`src/rtl/audio_pkg.sv`:
```
// Shared types and default constants for the PDM capture datapath.
package audio_pkg;

  typedef enum logic [1:0] {
    IDLE   = 2'd0,
    SETTLE = 2'd1,
    RUN    = 2'd2
  } pdm_state_t;

  localparam int unsigned PDM_CLK_DIV        = 50;
  localparam int unsigned PDM_DECIMATION     = 128;
  localparam int unsigned PDM_SAMPLE_W       = 8;
  localparam int unsigned PDM_SETTLE_SAMPLES = 4;

  // Width needed to hold a ones-count of 0..dec inclusive.
  function automatic int unsigned pdm_cnt_w(input int unsigned dec);
    return $clog2(dec + 1);
  endfunction

endpackage

```
`src/rtl/pdm_clock_gen.sv`:
```
// Mic clock divider: 50% duty micClock and a one-cycle sample strobe at the
// last system clock of the low phase. Counter is held at 0 when not running
// or when cleared.
module pdm_clock_gen
  import audio_pkg::*;
#(
  parameter int unsigned CLK_DIV = PDM_CLK_DIV
) (
  input  logic clock,
  input  logic reset,
  input  logic run,
  input  logic clear,
  output logic mic_clk,
  output logic strobe
);

  localparam int unsigned DIV_W = $clog2(CLK_DIV);
  localparam logic [DIV_W-1:0] DIV_LAST = DIV_W'(CLK_DIV - 1);
  localparam logic [DIV_W-1:0] DIV_HALF = DIV_W'(CLK_DIV / 2);

  logic [DIV_W-1:0] div_cnt_q, div_cnt_d;

  // Next divider count: wrap at CLK_DIV-1, forced to 0 when idle or cleared.
  always_comb begin
    div_cnt_d = div_cnt_q;
    if (!run || clear) begin
      div_cnt_d = '0;
    end else if (div_cnt_q == DIV_LAST) begin
      div_cnt_d = '0;
    end else begin
      div_cnt_d = div_cnt_q + 1'b1;
    end
  end

  // Divider register.
  always_ff @(posedge clock or negedge reset) begin
    if (!reset) begin
      div_cnt_q <= '0;
    end else begin
      div_cnt_q <= div_cnt_d;
    end
  end

  assign mic_clk = run && (div_cnt_q < DIV_HALF);
  assign strobe  = run && (div_cnt_q == DIV_LAST);

endmodule

```
`src/rtl/pdm_sample_capture.sv`:
```
// PDM microphone capture: drives micClock, synchronizes audioIn, decimates by
// ones-counting over DECIMATION mic bits and emits one PCM sample per window
// with a one-cycle done strobe.
// Optional feature: define PDM_CENTER_EN for signed (mid-scale removed) PCM.
module pdm_sample_capture
  import audio_pkg::*;
#(
  parameter int unsigned CLK_DIV        = PDM_CLK_DIV,
  parameter int unsigned DECIMATION     = PDM_DECIMATION,
  parameter int unsigned SAMPLE_W       = PDM_SAMPLE_W,
  parameter int unsigned SETTLE_SAMPLES = PDM_SETTLE_SAMPLES
) (
  input  logic                clock,
  input  logic                reset,
  input  logic                enable,
  input  logic                audioIn,
  output logic                micClock,
  output logic                LR_sel,
  output logic [SAMPLE_W-1:0] dataOut,
  output logic                done,
  output logic                busy
);

  localparam int unsigned CNT_W    = pdm_cnt_w(DECIMATION);
  localparam int unsigned BIT_W    = (DECIMATION > 1) ? $clog2(DECIMATION) : 1;
  localparam int unsigned SET_W    = (SETTLE_SAMPLES > 1) ? $clog2(SETTLE_SAMPLES) : 1;
  localparam int unsigned SET_LAST = (SETTLE_SAMPLES > 0) ? SETTLE_SAMPLES - 1 : 0;

  localparam logic [BIT_W-1:0] BIT_LAST = BIT_W'(DECIMATION - 1);
  localparam logic [SET_W-1:0] SET_END  = SET_W'(SET_LAST);

  pdm_state_t          state_q, state_d;
  logic                sync1_q, sync1_d;
  logic                sync2_q, sync2_d;
  logic [CNT_W-1:0]    acc_q, acc_d;
  logic [BIT_W-1:0]    bit_cnt_q, bit_cnt_d;
  logic [SET_W-1:0]    settle_q, settle_d;
  logic [SAMPLE_W-1:0] data_q, data_d;
  logic                done_q, done_d;
  logic [CNT_W-1:0]    cnt;
  logic                strobe;

  assign busy = (state_q != IDLE);

  pdm_clock_gen #(
    .CLK_DIV (CLK_DIV)
  ) u_clock_gen (
    .clock   (clock),
    .reset   (reset),
    .run     (busy),
    .clear   (~enable),
    .mic_clk (micClock),
    .strobe  (strobe)
  );

  // Two-flop synchronizer for the asynchronous mic data pin.
  always_comb begin
    sync1_d = audioIn;
    sync2_d = sync1_q;
  end

  // FSM, ones-count accumulator and PCM output selection.
  always_comb begin
    state_d   = state_q;
    acc_d     = acc_q;
    bit_cnt_d = bit_cnt_q;
    settle_d  = settle_q;
    data_d    = data_q;
    done_d    = 1'b0;
    cnt       = '0;
    if (state_q == IDLE) begin
      acc_d     = '0;
      bit_cnt_d = '0;
      settle_d  = '0;
      if (enable) begin
        state_d = (SETTLE_SAMPLES == 0) ? RUN : SETTLE;
      end
    end else if (!enable) begin
      state_d   = IDLE;
      acc_d     = '0;
      bit_cnt_d = '0;
      settle_d  = '0;
    end else if (strobe) begin
      if (bit_cnt_q == BIT_LAST) begin
        // Final bit folds straight into the result so the next window
        // starts clean on the same edge without dropping a mic bit.
        cnt       = acc_q + CNT_W'(sync2_q);
        acc_d     = '0;
        bit_cnt_d = '0;
        if (state_q == SETTLE) begin
          if (settle_q == SET_END) begin
            settle_d = '0;
            state_d  = RUN;
          end else begin
            settle_d = settle_q + 1'b1;
          end
        end else begin
`ifdef PDM_CENTER_EN
          data_d = SAMPLE_W'(cnt) - SAMPLE_W'(DECIMATION / 2);
`else
          data_d = SAMPLE_W'(cnt);
`endif
          done_d = 1'b1;
        end
      end else begin
        acc_d     = acc_q + CNT_W'(sync2_q);
        bit_cnt_d = bit_cnt_q + 1'b1;
      end
    end
  end

  // State, counter and output registers.
  always_ff @(posedge clock or negedge reset) begin
    if (!reset) begin
      state_q   <= IDLE;
      sync1_q   <= 1'b0;
      sync2_q   <= 1'b0;
      acc_q     <= '0;
      bit_cnt_q <= '0;
      settle_q  <= '0;
      data_q    <= '0;
      done_q    <= 1'b0;
    end else begin
      state_q   <= state_d;
      sync1_q   <= sync1_d;
      sync2_q   <= sync2_d;
      acc_q     <= acc_d;
      bit_cnt_q <= bit_cnt_d;
      settle_q  <= settle_d;
      data_q    <= data_d;
      done_q    <= done_d;
    end
  end

  assign dataOut = data_q;
  assign done    = done_q;
  assign LR_sel  = 1'b0;

endmodule
```
`config.mk`:
```
export PLATFORM = sky130hd
export DESIGN_NAME = pdm_sample_capture
export DESIGN_NICKNAME = d
export VERILOG_FILES = /design/src/rtl/audio_pkg.sv /design/src/rtl/pdm_clock_gen.sv /design/src/rtl/pdm_sample_capture.sv
export SDC_FILE = /design/constraint.sdc
export NUM_CORES = 1
export LEC_CHECK = 0
export CORE_MARGIN = 10
export CORE_UTILIZATION = 60
export DETAILED_ROUTE_END_ITERATION = 10
export PLACE_DENSITY = 0.81
export SYNTH_ARGS = -nofsm -noshare
export SYNTH_HDL_FRONTEND = slang
export SYNTH_SLANG_ARGS = --single-unit
```
`constraint.sdc`:
```
create_clock -name clock -period 4.7 [get_ports clock]
set_input_delay 0.94 -clock clock [delete_from_list [all_inputs] [get_ports clock]]
set_output_delay 0.94 -clock clock [all_outputs]
set_load 0.05 [all_outputs]
```
==> impl_metrics.tcl, run 1 <==
set metrics [dict create \
    grt_use_total_pct 13.6 \
    outcome "complete, no violations" \
    relSlewSlack_pct 48.4 \
    finalCritPeriodShare_pct 63.7 \
    end_kind "output pin" \
    area_growth_pct 14.0 \
    p_switching_uw 131 \
    ir_drop_v 0.000286 \
    syn_area_mm2 0.00177 \
    wire_per_inst_um 16.0 \
    stdcell_count 215 \
    ys_warn_count 0 \
    critPathLaunchType "flip-flop" \
    final_nets 194 \
    viasPerCell 5.85 \
    dp.cells 207 \
    post-dp-hpwl_um 2470 \
    fin_setup_tns_ns 0 \
    fin_crit_ns 2.99 \
    yosys.cell_types.count 34 \
    seqCellArea_um2 901 \
    ios 16 \
    cp_max_fo 5 \
    synth_nets 179 \
    clk_latency_ns 0.35 \
    synth_cells 168 \
    diodes 0 \
    p_per_area_mw_per_mm2 295 \
    critPathKind "reg -> out" \
    rsz0062_at_grt "no" \
    p_clk_share_pct 41.4 \
    layout_commonest_cell "dfrtp_1" \
    drive_above_1_share_pct 11.4 \
    postRouteAntennaNets 0 \
    grt_antenna_before_repair 0 \
    cts_resized 0 \
    hold_path.class "reg -> reg" \
    leakage_uw 0.000891 \
    die_x_um 74.2 \
    clock_skew_ns 0.00889 \
    hold_ws_ns 0.378 \
    cts_root_buf "clkbuf_4" \
    routed-wl-met3_um 204 \
    port_buffers 14 \
    drc_errors 0 \
    setup_viol 0 \
    wirelength_um 3440 \
    synth.avg_cell_area_um2 10.5 \
    cap_violations 0 \
    cts.clk_slew.worst_paths_ns 0.10 \
    cts_buffers 5 \
    cts_tree "built" \
    wl_met1_um 1500 \
    drtPass1Iterations 4 \
    filler_cell_count 222 \
    intPower_uw 463 \
    synth_top_area_share_pct 51.0 \
    p_seq_share_pct 53.2 \
    yosysSeqAreaShare_pct 51.0 \
    total_power_uw 593 \
    die-area_mm2 0.00551 \
    start_util_pct 63.5 \
    coreArea_mm2 0.00278 \
    rows 19 \
    ctsHoldBuffers 0 \
    h-tree-depth 2 \
    synth_seq_cells 36 \
    worstMarginPinSlew_ns 0.774 \
    die_y_um 74.2 \
    cts_sinks 36 \
    route.met2.wl_um 1680 \
    hold_viol_final 0 \
    synthTopCellsByArea "dfrtp_1 51%, mux2_2 5.1%, ha_1 5.0%" \
    grt.overflow.total 0 \
    max_freq_mhz 334 \
    slew_viol_final 0 \
    grt_pass1_vias 1233 \
    grt_pass1_wl_um 5690 \
    cp.arrival_ns 2.05 \
    routed-via-count 1257 \
    required_ns 3.76 \
    multiInputGateArea_um2 811 \
    p_comb_share_pct 5.4 \
    top_layer "met4" \
    final_cell_mix "36 x dfrtp_1, 16 x nand2_1, 14 x clkdlybuf4s50_1" \
    grt_max_degree 37 \
    p_sw_share_pct 22.1 \
    clock_path_buffers 2 \
    postCtsSetupBuffers 0 \
    dr.first_iter.drc_count 70 \
    globalplace.congestion 0.849 \
    yosysTopAreaCell "dfrtp_1" \
]
metal layers:
layer	global-route usage (%)	vias to the layer above
met1	15.8	607
li1	-	620
met4	7.93	0
met2	21.6	24
met5	0	-
met3	4.26	6
flip-flops by register name, indices dropped and copies added (netlist names):
| name | flops |
|---|---|
| bit_cnt_q | 7 |
| sync1_q | 1 |
| done | 1 |
| settle_q | 2 |
| dataOut | 8 |
| u_clock_gen.div_cnt_q | 6 |
| sync2_q | 1 |
| acc_q | 8 |
| state_q | 2 |
synth_stat cells, drive strengths merged:
master,count
conb,1
and4bb,1
dfrtp,36
ha,7
a21oi,11
nand4,6
and2,4
or4bb,1
nor2b,1
o211ai,2
or2,1
o31ai,1
a22o,4
o21ai,7
nand4b,1
and4,1
or3,3
xor2,9
nand3,9
nand2,16
xnor2,5
clkbuf,4
inv,5
o311ai,1
mux2,8
buf,3
nor2,14
nor3,2
or4,3
o21a,1
worst paths after layout:
kind                                          start    endpoint  slack [ns]  depth (start not counted)
max                        u_clock_gen.div_cnt_q[0]    micClock        1.71                          5
min                                         sync1_q     sync2_q        0.38                          0
max reg2reg                u_clock_gen.div_cnt_q[1]  dataOut[1]        2.58                          6
min reg2reg                                 sync1_q     sync2_q        0.38                          0
max in group asynchronous                     reset  dataOut[6]        3.39                          2
min in group asynchronous                     reset  state_q[0]        0.99                          2
cell families after synthesis:
kind of cell / count (synthesis) / synth area share, %
fa+ha+maj: 7 / 4.96
mux: 8 / 5.10
xor+xnor: 14 / 6.95
simple gates: 63 / 19.2
flops: 36 / 51.0
compound gates: 27 / 9.50
other cells: 1 / 0.212
buf+inv: 12 / 3.05
metrics by stage:
step	setup slack (ns)	instance area [um^2]	util, %
final	1.71	2010	72.3
after global routing	1.59	2010	72.3
after CTS	1.67	2010	72.3
after detailed placement	1.77	1920	68.9
after global placement	1.89	1920	68.9
after floorplan	2.04	1770	-
power groups by stage:
stage | Combinational, uW | Clock, uW | Sequential, uW
detailed placement | 32.9 | 0 | 322
global route | 36.1 | 258 | 316
finish | 32.3 | 245 | 316
floorplan | 19.6 | 0 | 320
global placement | 32.1 | 0 | 321
CTS | 33.1 | 249 | 316
cell type report:
cell class / count / area share (%)
clock inverters: 1 / 1.49
flip-flops and latches: 36 / 44.8
multi-input cells: 120 / 40.3
clock buffers: 7 / 3.23
inverters: 5 / 0.933
well taps: 31 / 1.93
repair buffers: 15 / 7.34
critical path, stage by stage, from the launching register on:
cell,delay [ns]
dfrtp_1,0.43
inv_1,0.07
ha_1,0.15
a21oi_1,0.06
nor3_1,0.14
clkdlybuf4s50_1,0.85
Power figures use the tool's default switching activity.
==> run 2: changes to the inputs <==
- CORE_UTILIZATION: 60 -> 56
- PLACE_DENSITY: 0.81 -> 0.76
- clock period: 4.7 -> 2.8 ns (I/O delays scaled with it)
==> run 2 against run 1 <==
Compared with the run above: wire length grew 0.76%; non-clock buffer count is 1 higher; clock-buffer cell count down 1; setup slack lost 1.5 ns; critical path type unchanged; sequential share of layout area fell by 0.11 points; largest cell class unchanged; cell area grew 0.25%.
==> impl_metrics.tcl, run 2 (synthesis results as in run 1) <==
set metrics [dict create \
    outcome "complete, no violations" \
    reg2reg_depth 6 \
    worstMarginPinSlew_ns 0.509 \
    clock_path_buffers 2 \
    drtPass1Iterations 6 \
    diodes 0 \
    grt_pass1_vias 1288 \
    clk_latency_ns 0.35 \
    die-area_mm2 0.00580 \
    max_freq_mhz 383 \
    cp_max_fo 5 \
    layout_commonest_cell "dfrtp_1" \
    multiInputGateArea_um2 811 \
    critPathLaunchType "flip-flop" \
    r2r_slack_ns 0.69 \
    stdcell_count 229 \
    cts_tree "built" \
    grt.overflow.total 0 \
    setup_viol 0 \
    slowest_delay_ns 0.83 \
    p_clk_share_pct 38.4 \
    p_comb_share_pct 5.9 \
    clock_skew_ns 0.0102 \
    cts_resized 0 \
    dp.cells 221 \
    drive_above_1_share_pct 11.4 \
    start_util_pct 58.3 \
    postRouteAntennaNets 0 \
    dr.first_iter.drc_count 31 \
    final_nets 195 \
    port_buffers 14 \
    p_sw_share_pct 23.5 \
    final_cell_mix "36 x dfrtp_1, 16 x nand2_1, 14 x clkdlybuf4s50_1" \
    drc_errors 0 \
    filler_cell_count 237 \
    grt_antenna_before_repair 0 \
    critPathCapture "micClock" \
    grt_use_total_pct 12.6 \
    cap_violations 0 \
    seqCellArea_um2 901 \
    required_ns 2.24 \
    leakage_uw 0.000887 \
    startpoint "u_clock_gen.div_cnt_q[0]" \
    worstPathCellList "inv_1, ha_1, a21oi_1, nor3_1, clkdlybuf4s50_1" \
    fin_crit_ns 2.61 \
    wire_per_inst_um 15.1 \
    grt_max_degree 37 \
    viasPerCell 5.55 \
    grt_pass1_wl_um 6040 \
    fin_setup_tns_ns 0 \
    cp_slowest_cell "clkdlybuf4s50_1" \
    pre_cts_slack_ns 0.462 \
    finalCritPeriodShare_pct 93.1 \
    intPower_uw 728 \
    ir_drop_v 0.000292 \
    p_seq_share_pct 55.7 \
    r2r-start "u_clock_gen.div_cnt_q[1]" \
    area_growth_pct 14.2 \
    end_kind "output pin" \
    hold_viol_final 0 \
    coreArea_mm2 0.00303 \
    hold_path.class "reg -> reg" \
    p_per_area_mw_per_mm2 472 \
    cts_root_buf "clkbuf_4" \
    ios 16 \
    die_x_um 76.1 \
    cts.clk_slew.worst_paths_ns 0.10 \
    reg2reg_to "dataOut[6]" \
    rsz0062_at_grt "no" \
    routed-via-count 1271 \
    critPathKind "reg -> out" \
    ctsHoldBuffers 0 \
    postCtsSetupBuffers 0 \
    cp.arrival_ns 2.05 \
    relSlewSlack_pct 66.0 \
    post-dp-hpwl_um 2460 \
    wirelength_um 3460 \
    die_y_um 76.1 \
    p_switching_uw 223 \
    globalplace.congestion 0.859 \
    h-tree-depth 2 \
    slew_viol_final 0 \
    cts_sinks 36 \
    cts_buffers 5 \
    layout_setup_ws_ns 0.192 \
    rows 20 \
]
run 2: cell type report:
class / instances / area share (%)
well taps: 44 / 2.73
multi-input cells: 120 / 40.2
inverters: 5 / 0.931
repair buffers: 16 / 7.69
clock inverters: 2 / 1.74
clock buffers: 6 / 2.05
flip-flops and latches: 36 / 44.7
run 2: how the worst min path moves through the flow:
stage | end | startpoint | depth (start not counted)
detailed placement | sync2_q | sync1_q | 0
global placement | sync2_q | sync1_q | 0
floorplan | acc_q[0] | reset | 0
CTS | sync2_q | sync1_q | 0
global route | sync2_q | sync1_q | 0
finish | sync2_q | sync1_q | 0
run 2: routing by layer:
layer / track usage [%] / share of wire (%) / vias to the layer above
met5: 0 / 0 / -
met4: 6.51 / 2.0 / 0
met3: 4.01 / 5.0 / 6
met2: 19.2 / 47 / 25
met1: 15.6 / 46 / 617
li1: - / - / 623
run 2: worst max-delay path: cells and delay by family (launching register included):
kind | cells | cell delay [ns]
buffers and inverters | 2 | 0.91
flip-flops | 1 | 0.44
adder cells (fa/ha/maj) | 1 | 0.14
AND/OR/NAND/NOR | 1 | 0.14
AO/OA/AOI/OAI | 1 | 0.06
run 2: power groups by stage:
stage                     clock network, uW  logic [uW]  registers (uW)
final                                   365        55.7             530
after global routing                    392        62.0             531
after global placement                    0        54.9             540
after detailed placement                  0        56.0             540
after floorplan                           0        32.9             537
after CTS                               370        56.5             530
run 2: per-stage QoR:
stage	hold slack, ns	cell area (um^2)	util (%)	power [uW]
after floorplan	0.264	1770	-	570
after global placement	0.336	1940	64.1	595
after detailed placement	0.350	1940	64.1	596
after CTS	0.375	2020	66.6	957
after global routing	0.392	2020	66.6	985
final	0.372	2020	66.6	951
==> run 3: changes to the inputs <==
- clock period: 2.8 -> 2.57 ns (I/O delays scaled with it)
==> run 3 against run 2 <==
Compared with the run above: largest cell class unchanged; combinational power grew 10%; global-route usage shrank 1.4 points; total power grew 1.3%; wire length shrank 8.5%; critical path depth shrank 2; cell area shrank 0.31%; cell count is the same; clock-buffer cell count grew 1; sequential power grew 8.9%; critical path type unchanged; clock power shrank 11%; setup slack gained 0.0035 ns.
==> impl_metrics.tcl, run 3 (synthesis results as in run 1) <==
set metrics [dict create \
    cts.clk_slew.worst_paths_ns 0.10 \
    final_cell_mix "36 x dfrtp_1, 16 x nand2_1, 13 x nor2_1, 13 x clkdlybuf4s50_1, 11 x a21oi_1" \
    p_clk_share_pct 33.8 \
    cts_resized 0 \
    grt.overflow.total 0 \
    dr.first_iter.drc_count 45 \
    start_util_pct 58.3 \
    outcome "complete, no violations" \
    critPathLaunchType "flip-flop" \
    cap_violations 0 \
    cts_tree "built" \
    clock_path_buffers 2 \
    hold_viol_final 0 \
    drtPass1Iterations 4 \
    intPower_uw 745 \
    max_freq_mhz 421 \
    grt_max_degree 37 \
    p_per_area_mw_per_mm2 479 \
    worstMarginPinSlew_ns 0.523 \
    cp_slowest_cell "clkdlybuf4s50_1" \
    end_kind "output pin" \
    finalCritPeriodShare_pct 92.4 \
    grt_use_total_pct 11.2 \
    cp.arrival_ns 1.86 \
    postRouteAntennaNets 0 \
    placed_area_mm2 0.00195 \
    leakage_uw 0.000887 \
    p_comb_share_pct 6.4 \
    final_nets 196 \
    worstPathCellList "nor2_1, inv_1, clkdlybuf4s50_1" \
    crit_family "buffers and inverters" \
    routed-via-count 1282 \
    post-dp-hpwl_um 2380 \
    h-tree-depth 2 \
    slew_viol_final 0 \
    ctsHoldBuffers 0 \
    viasPerCell 5.60 \
    drc_errors 0 \
    rows 20 \
    cts_root_buf "clkbuf_4" \
    required_ns 2.06 \
    filler_cell_count 231 \
    wirelength_um 3170 \
    globalplace.congestion 0.843 \
    wire_per_inst_um 13.8 \
    ir_drop_v 0.000345 \
    grt_pass1_wl_um 5370 \
    coreArea_mm2 0.00303 \
    p_sw_share_pct 22.7 \
    die_x_um 76.1 \
    grt_pass1_vias 1255 \
    slowest_delay_ns 0.80 \
    cts_buffers 5 \
    cp_max_fo 10 \
    die_y_um 76.1 \
    die-area_mm2 0.00580 \
    fin_crit_ns 2.37 \
    diodes 0 \
    critPathKind "reg -> out" \
    area_growth_pct 13.9 \
    p_seq_share_pct 59.9 \
    fin_setup_tns_ns 0 \
    cts_sinks 36 \
    hold_path.class "reg -> reg" \
    setup_viol 0 \
    postCtsSetupBuffers 0 \
    port_buffers 14 \
    cp.buffers_inverters 2 \
    relSlewSlack_pct 65.0 \
    hold_ws_ns 0.360 \
    p_switching_uw 219 \
    drive_above_1_share_pct 12.4 \
    stdcell_area_mm2 0.00201 \
    rsz0062_at_grt "no" \
    clk_latency_ns 0.34 \
    grt_antenna_before_repair 0 \
    layout_commonest_cell "dfrtp_1" \
    ios 16 \
    clock_skew_ns 0.00854 \
]
-- run 3: layout make-up --
class	instances	area (um^2)	area share [%]
clock buffer	7	65.1	3.24
inverter	5	18.8	0.933
multi-input combinational	120	811	40.3
sequential	36	901	44.8
tap	44	55.1	2.74
timing repair buffer	17	160	7.97
-- run 3: metal layers --
metal	part of all wire [%]	track usage (%)	wire, um	vias to the layer above
met3	5.8	4.48	185	8
met1	44	12.1	1410	628
li1	-	-	-	614
met5	0	0	0	-
met2	48	18.7	1520	32
met4	1.8	5.20	58	0
-- run 3: worst reg2reg max path: stages (launching register included) --
cell and delay (ns):
dfrtp_1 0.41, inv_1 0.10, ha_1 0.14, and4bb_1 0.38
nand4_2 0.28, nor2_4 0.32, mux2_2 0.37
-- run 3: worst paths after layout --
kind | from | to | slack (ns) | cells after the start
max in group asynchronous | reset | dataOut[1] | 1.68 | 2
max reg2reg | u_clock_gen.div_cnt_q[1] | dataOut[0] | 0.46 | 6
min in group asynchronous | reset | bit_cnt_q[6] | 0.58 | 2
max | state_q[1] | busy | 0.20 | 3
min | sync1_q | sync2_q | 0.36 | 0
min reg2reg | sync1_q | sync2_q | 0.36 | 0
-- run 3: power by group through the flow --
stage / clock (uW) / combinational [uW] / sequential, uW
2_1_floorplan: 0 / 35.9 / 585
3_3_place_gp: 0 / 60.9 / 588
3_5_place_dp: 0 / 62.4 / 588
4_1_cts: 338 / 62.8 / 577
5_1_grt: 360 / 67.9 / 578
6_report: 325 / 61.3 / 577
-- run 3: through the flow --
| stage | setup slack, ns | total power (uW) | std cells | util [%] |
|---|---|---|---|---|
| 3_5_place_dp | 0.414 | 651 | 222 | 64.3 |
| 4_1_cts | 0.194 | 978 | 229 | 66.4 |
| 2_1_floorplan | 0.331 | 621 | 168 | - |
| 5_1_grt | 0.112 | 1010 | 229 | 66.4 |
| 6_report | 0.196 | 964 | 229 | 66.4 |
| 3_3_place_gp | 0.438 | 649 | 222 | 64.3 |
